$ cat src/rtl/audio_rec_ctrl.sv
// Record/playback sequencer in front of the SRAM interface: one word per
// codec sample tick, tracks recording length, flags ticks that land mid-access.
module audio_rec_ctrl #(
  parameter int ADDR_W    = 18,
  parameter int DATA_W    = 16,
  parameter int WR_CYCLES = 2,
  parameter int RD_CYCLES = 2
) (
  input  logic              clk_i,
  input  logic              reset_i,
  input  logic              rec_req_i,
  input  logic              play_req_i,
  input  logic              stop_req_i,
  input  logic              sample_tick_i,
  input  logic [DATA_W-1:0] sample_in_i,
  input  logic [DATA_W-1:0] data_in_i,
  output logic [DATA_W-1:0] data_out_o,
  output logic [ADDR_W-1:0] addr_o,
  output logic              read_o,
  output logic              write_o,
  output logic              play_o,
  output logic              record_o,
  output logic [DATA_W-1:0] sample_out_o,
  output logic              sample_out_valid_o,
  output logic [ADDR_W:0]   rec_len_o,
  output logic              done_o,
  output logic              overrun_o
);
  localparam int CNT_MAX = (WR_CYCLES > RD_CYCLES) ? WR_CYCLES : RD_CYCLES;
  localparam int CNT_W   = $clog2(CNT_MAX) + 1;

  typedef enum logic [2:0] {IDLE, REC_WAIT, REC_WR, PLAY_WAIT, PLAY_RD} state_t;
  state_t st_q, st_d;

  logic [ADDR_W-1:0] addr_q, addr_d, wr_ptr_q, wr_ptr_d, rd_ptr_q, rd_ptr_d;
  logic [ADDR_W:0]   rec_len_q, rec_len_d;
  logic [DATA_W-1:0] dout_q, dout_d, sout_q, sout_d;
  logic [CNT_W-1:0]  cnt_q, cnt_d;
  logic read_q, read_d, write_q, write_d, sv_q, sv_d, done_q, done_d, ovr_q, ovr_d;
  logic in_rec, in_play, do_stop, do_play, wr_last, rd_last, mem_full, play_end;

  assign in_rec   = (st_q == REC_WAIT) || (st_q == REC_WR);
  assign in_play  = (st_q == PLAY_WAIT) || (st_q == PLAY_RD);
  assign do_stop  = stop_req_i & (in_rec | in_play);
  // stop masks rec/play even in IDLE, where it is otherwise a no-op
  assign do_play  = ~stop_req_i & ~rec_req_i & play_req_i & ~in_rec;
  assign wr_last  = (st_q == REC_WR) && (cnt_q == CNT_W'(WR_CYCLES - 1));
  assign rd_last  = (st_q == PLAY_RD) && (cnt_q == CNT_W'(RD_CYCLES - 1));
  assign mem_full = wr_last && (addr_q == '1);
  assign play_end = rd_last && (({1'b0, rd_ptr_q} + (ADDR_W+1)'(1)) == rec_len_q);

  always_ff @(posedge clk_i) begin
    if (reset_i) begin
      st_q      <= IDLE;
      addr_q    <= '0;
      wr_ptr_q  <= '0;
      rd_ptr_q  <= '0;
      rec_len_q <= '0;
      dout_q    <= '0;
      sout_q    <= '0;
      cnt_q     <= '0;
      read_q    <= 1'b0;
      write_q   <= 1'b0;
      sv_q      <= 1'b0;
      done_q    <= 1'b0;
      ovr_q     <= 1'b0;
    end else begin
      st_q      <= st_d;
      addr_q    <= addr_d;
      wr_ptr_q  <= wr_ptr_d;
      rd_ptr_q  <= rd_ptr_d;
      rec_len_q <= rec_len_d;
      dout_q    <= dout_d;
      sout_q    <= sout_d;
      cnt_q     <= cnt_d;
      read_q    <= read_d;
      write_q   <= write_d;
      sv_q      <= sv_d;
      done_q    <= done_d;
      ovr_q     <= ovr_d;
    end
  end

  always_comb begin
    st_d = st_q;
    if (stop_req_i) begin
      if (do_stop) st_d = IDLE;
    end else if (rec_req_i) begin
      st_d = REC_WAIT;
    end else if (do_play) begin
      st_d = (rec_len_q == '0) ? IDLE : PLAY_WAIT;
    end else begin
      case (st_q)
        REC_WAIT:  if (sample_tick_i) st_d = REC_WR;
        REC_WR:    if (wr_last) st_d = mem_full ? IDLE : REC_WAIT;
        PLAY_WAIT: if (sample_tick_i) st_d = PLAY_RD;
        PLAY_RD:   if (rd_last) st_d = play_end ? IDLE : PLAY_WAIT;
        default:   st_d = st_q;
      endcase
    end
  end

  always_comb begin
    addr_d    = addr_q;
    wr_ptr_d  = wr_ptr_q;
    rd_ptr_d  = rd_ptr_q;
    rec_len_d = rec_len_q;
    dout_d    = dout_q;
    sout_d    = sout_q;
    cnt_d     = cnt_q;
    read_d    = read_q;
    write_d   = write_q;
    sv_d      = 1'b0;
    done_d    = 1'b0;
    ovr_d     = ovr_q | (sample_tick_i & ((st_q == REC_WR) | (st_q == PLAY_RD)));
    if (stop_req_i) begin
      if (do_stop) begin
        read_d  = 1'b0;
        write_d = 1'b0;
        done_d  = 1'b1;
      end
    end else if (rec_req_i) begin
      wr_ptr_d  = '0;
      rec_len_d = '0;
      read_d    = 1'b0;
      write_d   = 1'b0;
      ovr_d     = 1'b0;
    end else if (do_play) begin
      ovr_d  = 1'b0;
      read_d = 1'b0;
      if (rec_len_q == '0) done_d = 1'b1;
      else rd_ptr_d = '0;
    end else begin
      case (st_q)
        REC_WAIT: if (sample_tick_i) begin
          dout_d  = sample_in_i;
          addr_d  = wr_ptr_q;
          write_d = 1'b1;
          cnt_d   = '0;
        end
        REC_WR: if (wr_last) begin
          write_d   = 1'b0;
          wr_ptr_d  = wr_ptr_q + 1'b1;
          rec_len_d = rec_len_q + 1'b1;
          done_d    = mem_full;
        end else cnt_d = cnt_q + 1'b1;
        PLAY_WAIT: if (sample_tick_i) begin
          addr_d = rd_ptr_q;
          read_d = 1'b1;
          cnt_d  = '0;
        end
        PLAY_RD: if (rd_last) begin
          read_d   = 1'b0;
          sout_d   = data_in_i;
          sv_d     = 1'b1;
          rd_ptr_d = rd_ptr_q + 1'b1;
          done_d   = play_end;
        end else cnt_d = cnt_q + 1'b1;
        default: ;
      endcase
    end
  end

  assign data_out_o         = dout_q;
  assign addr_o             = addr_q;
  assign read_o             = read_q;
  assign write_o            = write_q;
  assign play_o             = in_play;
  assign record_o           = in_rec;
  assign sample_out_o       = sout_q;
  assign sample_out_valid_o = sv_q;
  assign rec_len_o          = rec_len_q;
  assign done_o             = done_q;
  assign overrun_o          = ovr_q;
endmodule

$ cat config.mk
export PLATFORM = sky130hd
export DESIGN_NAME = audio_rec_ctrl
export DESIGN_NICKNAME = d
export VERILOG_FILES = /design/src/rtl/audio_rec_ctrl.sv
export SDC_FILE = /design/constraint.sdc
export NUM_CORES = 1
export LEC_CHECK = 0
export ABC_CLOCK_PERIOD_IN_PS = 4800
export CAP_MARGIN = 20
export CORE_MARGIN = 8
export CORE_UTILIZATION = 45
export CTS_CLUSTER_DIAMETER = 60
export DETAILED_ROUTE_END_ITERATION = 8
export PLACE_DENSITY = 0.71
export SETUP_SLACK_MARGIN = 0.5
export SKIP_LAST_GASP = 1
export SLEW_MARGIN = 10
export SYNTH_ARGS = -nofsm -noshare
export SYNTH_HDL_FRONTEND = slang
export SYNTH_SLANG_ARGS = --single-unit
$ cat constraint.sdc
create_clock -name clk_i -period 4.8 [get_ports clk_i]
set_input_delay 0.96 -clock clk_i [delete_from_list [all_inputs] [get_ports clk_i]]
set_output_delay 0.96 -clock clk_i [all_outputs]
set_load 0.01 [all_outputs]
==> impl_metrics.env, run 1 <==
export IMPL_p_leak_nw=2.61
export IMPL_antenna_found_initial=0
export IMPL_vias_per_cell=5.63
export IMPL_use_met1_pct=24.5
export IMPL_grt_busiest_layer="met2"
export IMPL_vias=5733
export IMPL_crit_start="stop_req_i"
export IMPL_cts_buffers=17
export IMPL_cp_top_family="simple AND/OR/NAND/NOR gates"
export IMPL_grt_overflow=0
export IMPL_synth_cells=743
export IMPL_synth_edf_count=0
export IMPL_holdCritStartpoint="data_out_o[4]"
export IMPL_hp_class="flip-flop to flip-flop"
export IMPL_syn_avg_cell_area_sq_um=7.94
export IMPL_maxCapViolations=0
export IMPL_synth_cell_type_count=61
export IMPL_cts_root_buf="clkbuf_16"
export IMPL_htree_levels=4
export IMPL_ios=114
export IMPL_ir_worst_vdd_uv=185
export IMPL_ant_nets=0
export IMPL_synth_largest_area_cell="dfxtp_1"
export IMPL_drive_above_1_share_pct=5.82
export IMPL_clk_latency_ps=410
export IMPL_io_buffers=113
export IMPL_worstPathMaxFanout=24
export IMPL_fin_crit_sh_pct=79.4
export IMPL_worst_path_buf_inv=1
export IMPL_dieArea_sq_um=17000
export IMPL_slew_headroom_pct=33.6
export IMPL_drt_first_pass_iters=5
export IMPL_cp_start_kind="input port"
export IMPL_clkTransAtPathRegs_ps=50
export IMPL_crit_type="input port to flip-flop"
export IMPL_p_per_area_nw_per_um2=301
export IMPL_finalSetupViolations=0
export IMPL_path_cells="clkdlybuf4s50_1 > nor2_1 > o211ai_2 > and2_1 > a211o_1 > nor2_2 > nand3_1 > a21oi_1"
export IMPL_fmax_mhz=262
export IMPL_gr_usage_met2_pct=34.1
export IMPL_syn_to_final_growth_pct=29.4
export IMPL_dieWidth_um=130
export IMPL_ys_seq_area_share_pct=39.0
export IMPL_rsz0062_at_grt="no"
export IMPL_setup_tns_final_ps=0
export IMPL_avgRoutedWirePerCell_um=17.0
export IMPL_critPathArrivalTime_ps=4150
export IMPL_grt_pass1_vias=5486
export IMPL_synth_seq_cells=115
export IMPL_critical_path_max_stage_delay_ps=790
export IMPL_rows=42
export IMPL_final_max_slew_viol_count=0
export IMPL_drt_iter0_drc=580
export IMPL_place_congestion=0.935
export IMPL_cts_tree="built"
export IMPL_core_area_sq_um=13000
export IMPL_grtUsageTotal_pct=20.5
export IMPL_r2r_start="st_q[1]"
export IMPL_antenna_cells=0
export IMPL_worst_ep_required_time_ps=5140
export IMPL_hold_viol_final=0
export IMPL_status="completed"
export IMPL_cts_resized=0
export IMPL_cp_slowest_cell="nor2_2"
export IMPL_clockBufferDepth=2
export IMPL_p_total_w=0.00230
export IMPL_wirelength_um=17300
export IMPL_final_common_cell="dfxtp_1"
export IMPL_drc=0
export IMPL_netlist_area_leader_share_pct=39.0
export IMPL_grt_max_degree=52
export IMPL_final_cell_mix="dfxtp_1, clkdlybuf4s50_1, nand2_1"
export IMPL_ctsHoldBuffers=0
export IMPL_start_util_pct=45.2
export IMPL_dpl_hpwl_um=12600
export IMPL_synth_ff_type="dfxtp_1"
export IMPL_nNetsFinal=874
export IMPL_netlist_area_sq_um=5900
export IMPL_post_cts_buffers=0
export IMPL_fin_crit_ps=3810
export IMPL_grt_pass1_wl_um=27700
export IMPL_die_h_um=130
export IMPL_ys_async_sr_fraction_pct=0
export IMPL_ys_warn_count=0
export IMPL_synthTopCellsByArea="dfxtp_1, nand2_1, a21oi_1, nor2_1, xor2_1"
export IMPL_tightest_slew_ps=988
export IMPL_finClkSkew_ps=9.31
export IMPL_synth_nets=786
export IMPL_clock_sinks=115
export IMPL_fin_util_pct=58.5
export IMPL_grt_util_met3_pct=6.37
export IMPL_cp_end_kind="flip-flop"
report_power, final:
| group | switching (W) | internal, W |
|---|---|---|
| clock network | 0.000414 | 0.000801 |
| logic | 0.0000603 | 0.0000535 |
| registers | 0.00000787 | 0.000961 |
synth_stat cells, types with 6 or more instances:
cell type / count
a211oi_1: 19
a21oi_1: 79
and2_1: 6
and3_1: 11
buf_2: 15
buf_4: 6
clkbuf_1: 26
dfxtp_1: 115
inv_1: 9
mux2i_1: 18
nand2_1: 106
nand2b_1: 11
nand3_1: 25
nand3b_1: 6
nand4_1: 21
nor2_1: 87
nor2b_1: 8
nor3_1: 7
nor4_1: 6
o21ai_0: 34
or3_1: 10
xnor2_1: 21
xor2_1: 28
routing by layer:
layer / part of all wire (%) / wire, um / vias to the layer above
li1: - / - / 2777
met5: 0 / 0 / -
met3: 7.6 / 1310 / 33
met1: 41 / 7180 / 2720
met2: 49 / 8470 / 203
met4: 2.1 / 357 / 0
state kept, by name, indices dropped and copies added (netlist names), 2 cells and up:
signal	count
rec_len_o	19
addr_o	18
rd_ptr_q	18
wr_ptr_q	18
data_out_o	16
sample_out_o	16
st_q	3
cnt_q	2
final cells by class:
| class | count | area, sq um |
|---|---|---|
| sequential | 115 | 2300 |
| clock buffer | 27 | 533 |
| inverter | 10 | 37.5 |
| clock inverter | 3 | 42.5 |
| timing repair buffer | 120 | 1180 |
| multi-input combinational | 567 | 3320 |
| tap | 176 | 220 |
| fill | 1244 | 5400 |
worst min-delay path, delay by kind of cell, from the launching register on:
kind,cells,cell delay [ps]
and+or+nand+nor,1,50
AOI/OAI and AO/OA,1,50
DFF,1,300
path summary, 6_finish.rpt:
check,to,slack (ps),depth (start not counted)
hold / removal,data_out_o[4],450,2
setup / recovery,rd_ptr_q[11],990,8
hold reg to reg,data_out_o[4],450,2
setup reg to reg,rd_ptr_q[11],1480,8
metrics by stage:
step,setup slack [ps],hold slack [ps],area (sq um),std cells
6_report,990,450,7630,1018
5_1_grt,685,477,7630,1018
3_3_place_gp,867,437,7050,988
2_1_floorplan,2060,432,5900,743
3_5_place_dp,699,447,7050,988
4_1_cts,1060,453,7630,1018
kinds of logic (layout without fill, tap and decap cells):
| group | count (synthesis) | count (layout) | share of synthesized area [%] |
|---|---|---|---|
| adders and majority gates | 5 | 5 | 1.06 |
| muxes | 19 | 19 | 3.25 |
| DFF | 115 | 115 | 39.0 |
| xor gates and xnor gates | 50 | 50 | 7.55 |
| and+or+nand+nor | 328 | 328 | 27.8 |
| buffers and inverters | 61 | 160 | 4.73 |
| AOI/OAI and AO/OA | 165 | 165 | 16.6 |
Power figures use the tool's default switching activity.
==> run 2, diff against run 1 <==
Settings changed: ABC_CLOCK_PERIOD_IN_PS 4800 to 3600.
Clock period 4.8 ns to 3.6 ns, I/O delays scaled along.
==> run 2 against run 1 <==
  * Clock skew fell by 0.60 ps
  * Worst hold slack improved by 1.9 ps
  * Sequential share of layout area fell by 0.42 points
  * First-iteration DRC count fell by 28%
==> impl_metrics.env, run 2 (same netlist as run 1, synthesis figures left out) <==
export IMPL_p_per_area_nw_per_um2=406
export IMPL_cts_tree="built"
export IMPL_cp_end_kind="flip-flop"
export IMPL_finClkSkew_ps=8.71
export IMPL_cts_buffers=17
export IMPL_final_max_slew_viol_count=0
export IMPL_clockBufferDepth=2
export IMPL_rsz0062_at_grt="no"
export IMPL_dieWidth_um=130
export IMPL_fin_crit_ps=2900
export IMPL_p_total_w=0.00314
export IMPL_crit_start="rd_ptr_q[5]"
export IMPL_met3WireLength_um=1260
export IMPL_final_cell_mix="dfxtp_1, clkdlybuf4s50_1, nand2_1"
export IMPL_syn_to_final_growth_pct=31.2
export IMPL_worstPathMaxFanout=11
export IMPL_timing_hold_ws_ps=452
export IMPL_critPathArrivalTime_ps=3160
export IMPL_maxCapViolations=0
export IMPL_antenna_found_initial=0
export IMPL_grt_pass1_vias=5533
export IMPL_tightest_slew_ps=650
export IMPL_rrSetupSlack_ps=700
export IMPL_dr_max_layer_used="met4"
export IMPL_wl_met2_um=8410
export IMPL_drc=0
export IMPL_largest_reg_flops=19
export IMPL_ios=114
export IMPL_nNetsFinal=885
export IMPL_rows=42
export IMPL_combPwrFrac_pct=5.1
export IMPL_fin_util_pct=59.4
export IMPL_vias_per_cell=5.65
export IMPL_p_sw_w=0.000668
export IMPL_fmax_mhz=345
export IMPL_ctsHoldBuffers=0
export IMPL_p_sw_share_pct=21.3
export IMPL_internal_power_w=0.00247
export IMPL_p_seq_share_pct=40.9
export IMPL_die_h_um=130
export IMPL_status="completed"
export IMPL_grt_max_degree=54
export IMPL_fin_crit_sh_pct=80.6
export IMPL_grtUsageTotal_pct=20.5
export IMPL_crit_type="flip-flop to flip-flop"
export IMPL_final_common_cell="dfxtp_1"
export IMPL_dieArea_sq_um=17000
export IMPL_dpl_hpwl_um=12900
export IMPL_drt_iter0_drc=418
export IMPL_post_cts_buffers=0
export IMPL_wl_met1_um=7300
export IMPL_cp_start_kind="flip-flop"
export IMPL_ir_worst_vdd_uv=339
export IMPL_hold_viol_final=0
export IMPL_core_area_sq_um=13000
export IMPL_worst_ep_required_time_ps=3860
export IMPL_grt_pass1_wl_um=27600
export IMPL_holdCritStartpoint="sample_out_o[9]"
export IMPL_clk_latency_ps=410
export IMPL_slew_headroom_pct=56.7
export IMPL_r2r_start="rd_ptr_q[5]"
export IMPL_drt_first_pass_iters=5
export IMPL_clock_sinks=115
export IMPL_htree_levels=4
export IMPL_ant_nets=0
export IMPL_finalSetupViolations=0
export IMPL_vias=5825
export IMPL_setup_tns_final_ps=0
export IMPL_avgRoutedWirePerCell_um=16.9
export IMPL_p_leak_nw=2.68
export IMPL_wirelength_um=17400
export IMPL_start_util_pct=45.2
export IMPL_hp_class="flip-flop to flip-flop"
export IMPL_cts_root_buf="clkbuf_16"
export IMPL_setup_slack_ps=699
export IMPL_place_congestion=0.916
export IMPL_dp_slack_ps=434
export IMPL_io_buffers=113
export IMPL_antenna_cells=0
export IMPL_drive_above_1_share_pct=7.37
export IMPL_clkTransAtPathRegs_ps=50
export IMPL_pwr_share_clk_pct=53.9
export IMPL_grt_overflow=0
-- run 2: changes by cell type in the layout (fill, tap and decap cells not counted), sizes merged --
cell    before  now
clkbuf      27   22
buf          8   19
bufinv       1    3
clkinv       2    7
-- run 2: per-stage QoR --
step / instances / cell area, sq um
floorplan: 743 / 5900
CTS: 1031 / 7730
detailed placement: 999 / 7140
global route: 1031 / 7740
finish: 1031 / 7740
global placement: 999 / 7140
-- run 2: what timing repair did --
| item | 4_1_cts | 5_1_grt |
|---|---|---|
| setup endpoints to repair | 0 | 3 |
| resized for setup | 0 | 2 |
| endpoints found under the hold margin | 0 | 0 |
-- run 2: critical path, cell delays in order (launching register included) --
cell and delay, ps:
dfxtp_1 630, nand4_1 330, or3_1 440, a222oi_1 340, nand3_1 120, a2111oi_1 390, and4b_1 380, a311oi_2 130
-- run 2: power groups by stage --
stage	registers (W)	clock network (W)	logic, W
2_1_floorplan	0.00131	0	0.0000786
3_3_place_gp	0.00131	0	0.000158
3_5_place_dp	0.00131	0	0.000160
4_1_cts	0.00129	0.00172	0.000161
5_1_grt	0.00129	0.00178	0.000176
6_report	0.00129	0.00169	0.000162
-- run 2: metal layers --
layer,global-route usage [%],vias to the layer above
met5,0,-
li1,-,2824
met1,24.0,2776
met2,33.8,188
met4,9.79,0
met3,6.33,37
-- run 2: area by class of cell --
cell class / count / area [sq um]
clock buffer: 22 / 464
clock inverter: 10 / 131
fill: 1220 / 5290
inverter: 10 / 37.5
multi-input combinational: 567 / 3320
sequential: 115 / 2300
tap: 176 / 220
timing repair buffer: 131 / 1260
-- run 2: worst paths after layout --
path                                         to  cells past startpoint
worst max register to register          st_q[1]                      7
worst min register to register  sample_out_o[9]                      2
worst max-delay path                    st_q[1]                      7
worst min-delay path            sample_out_o[9]                      2
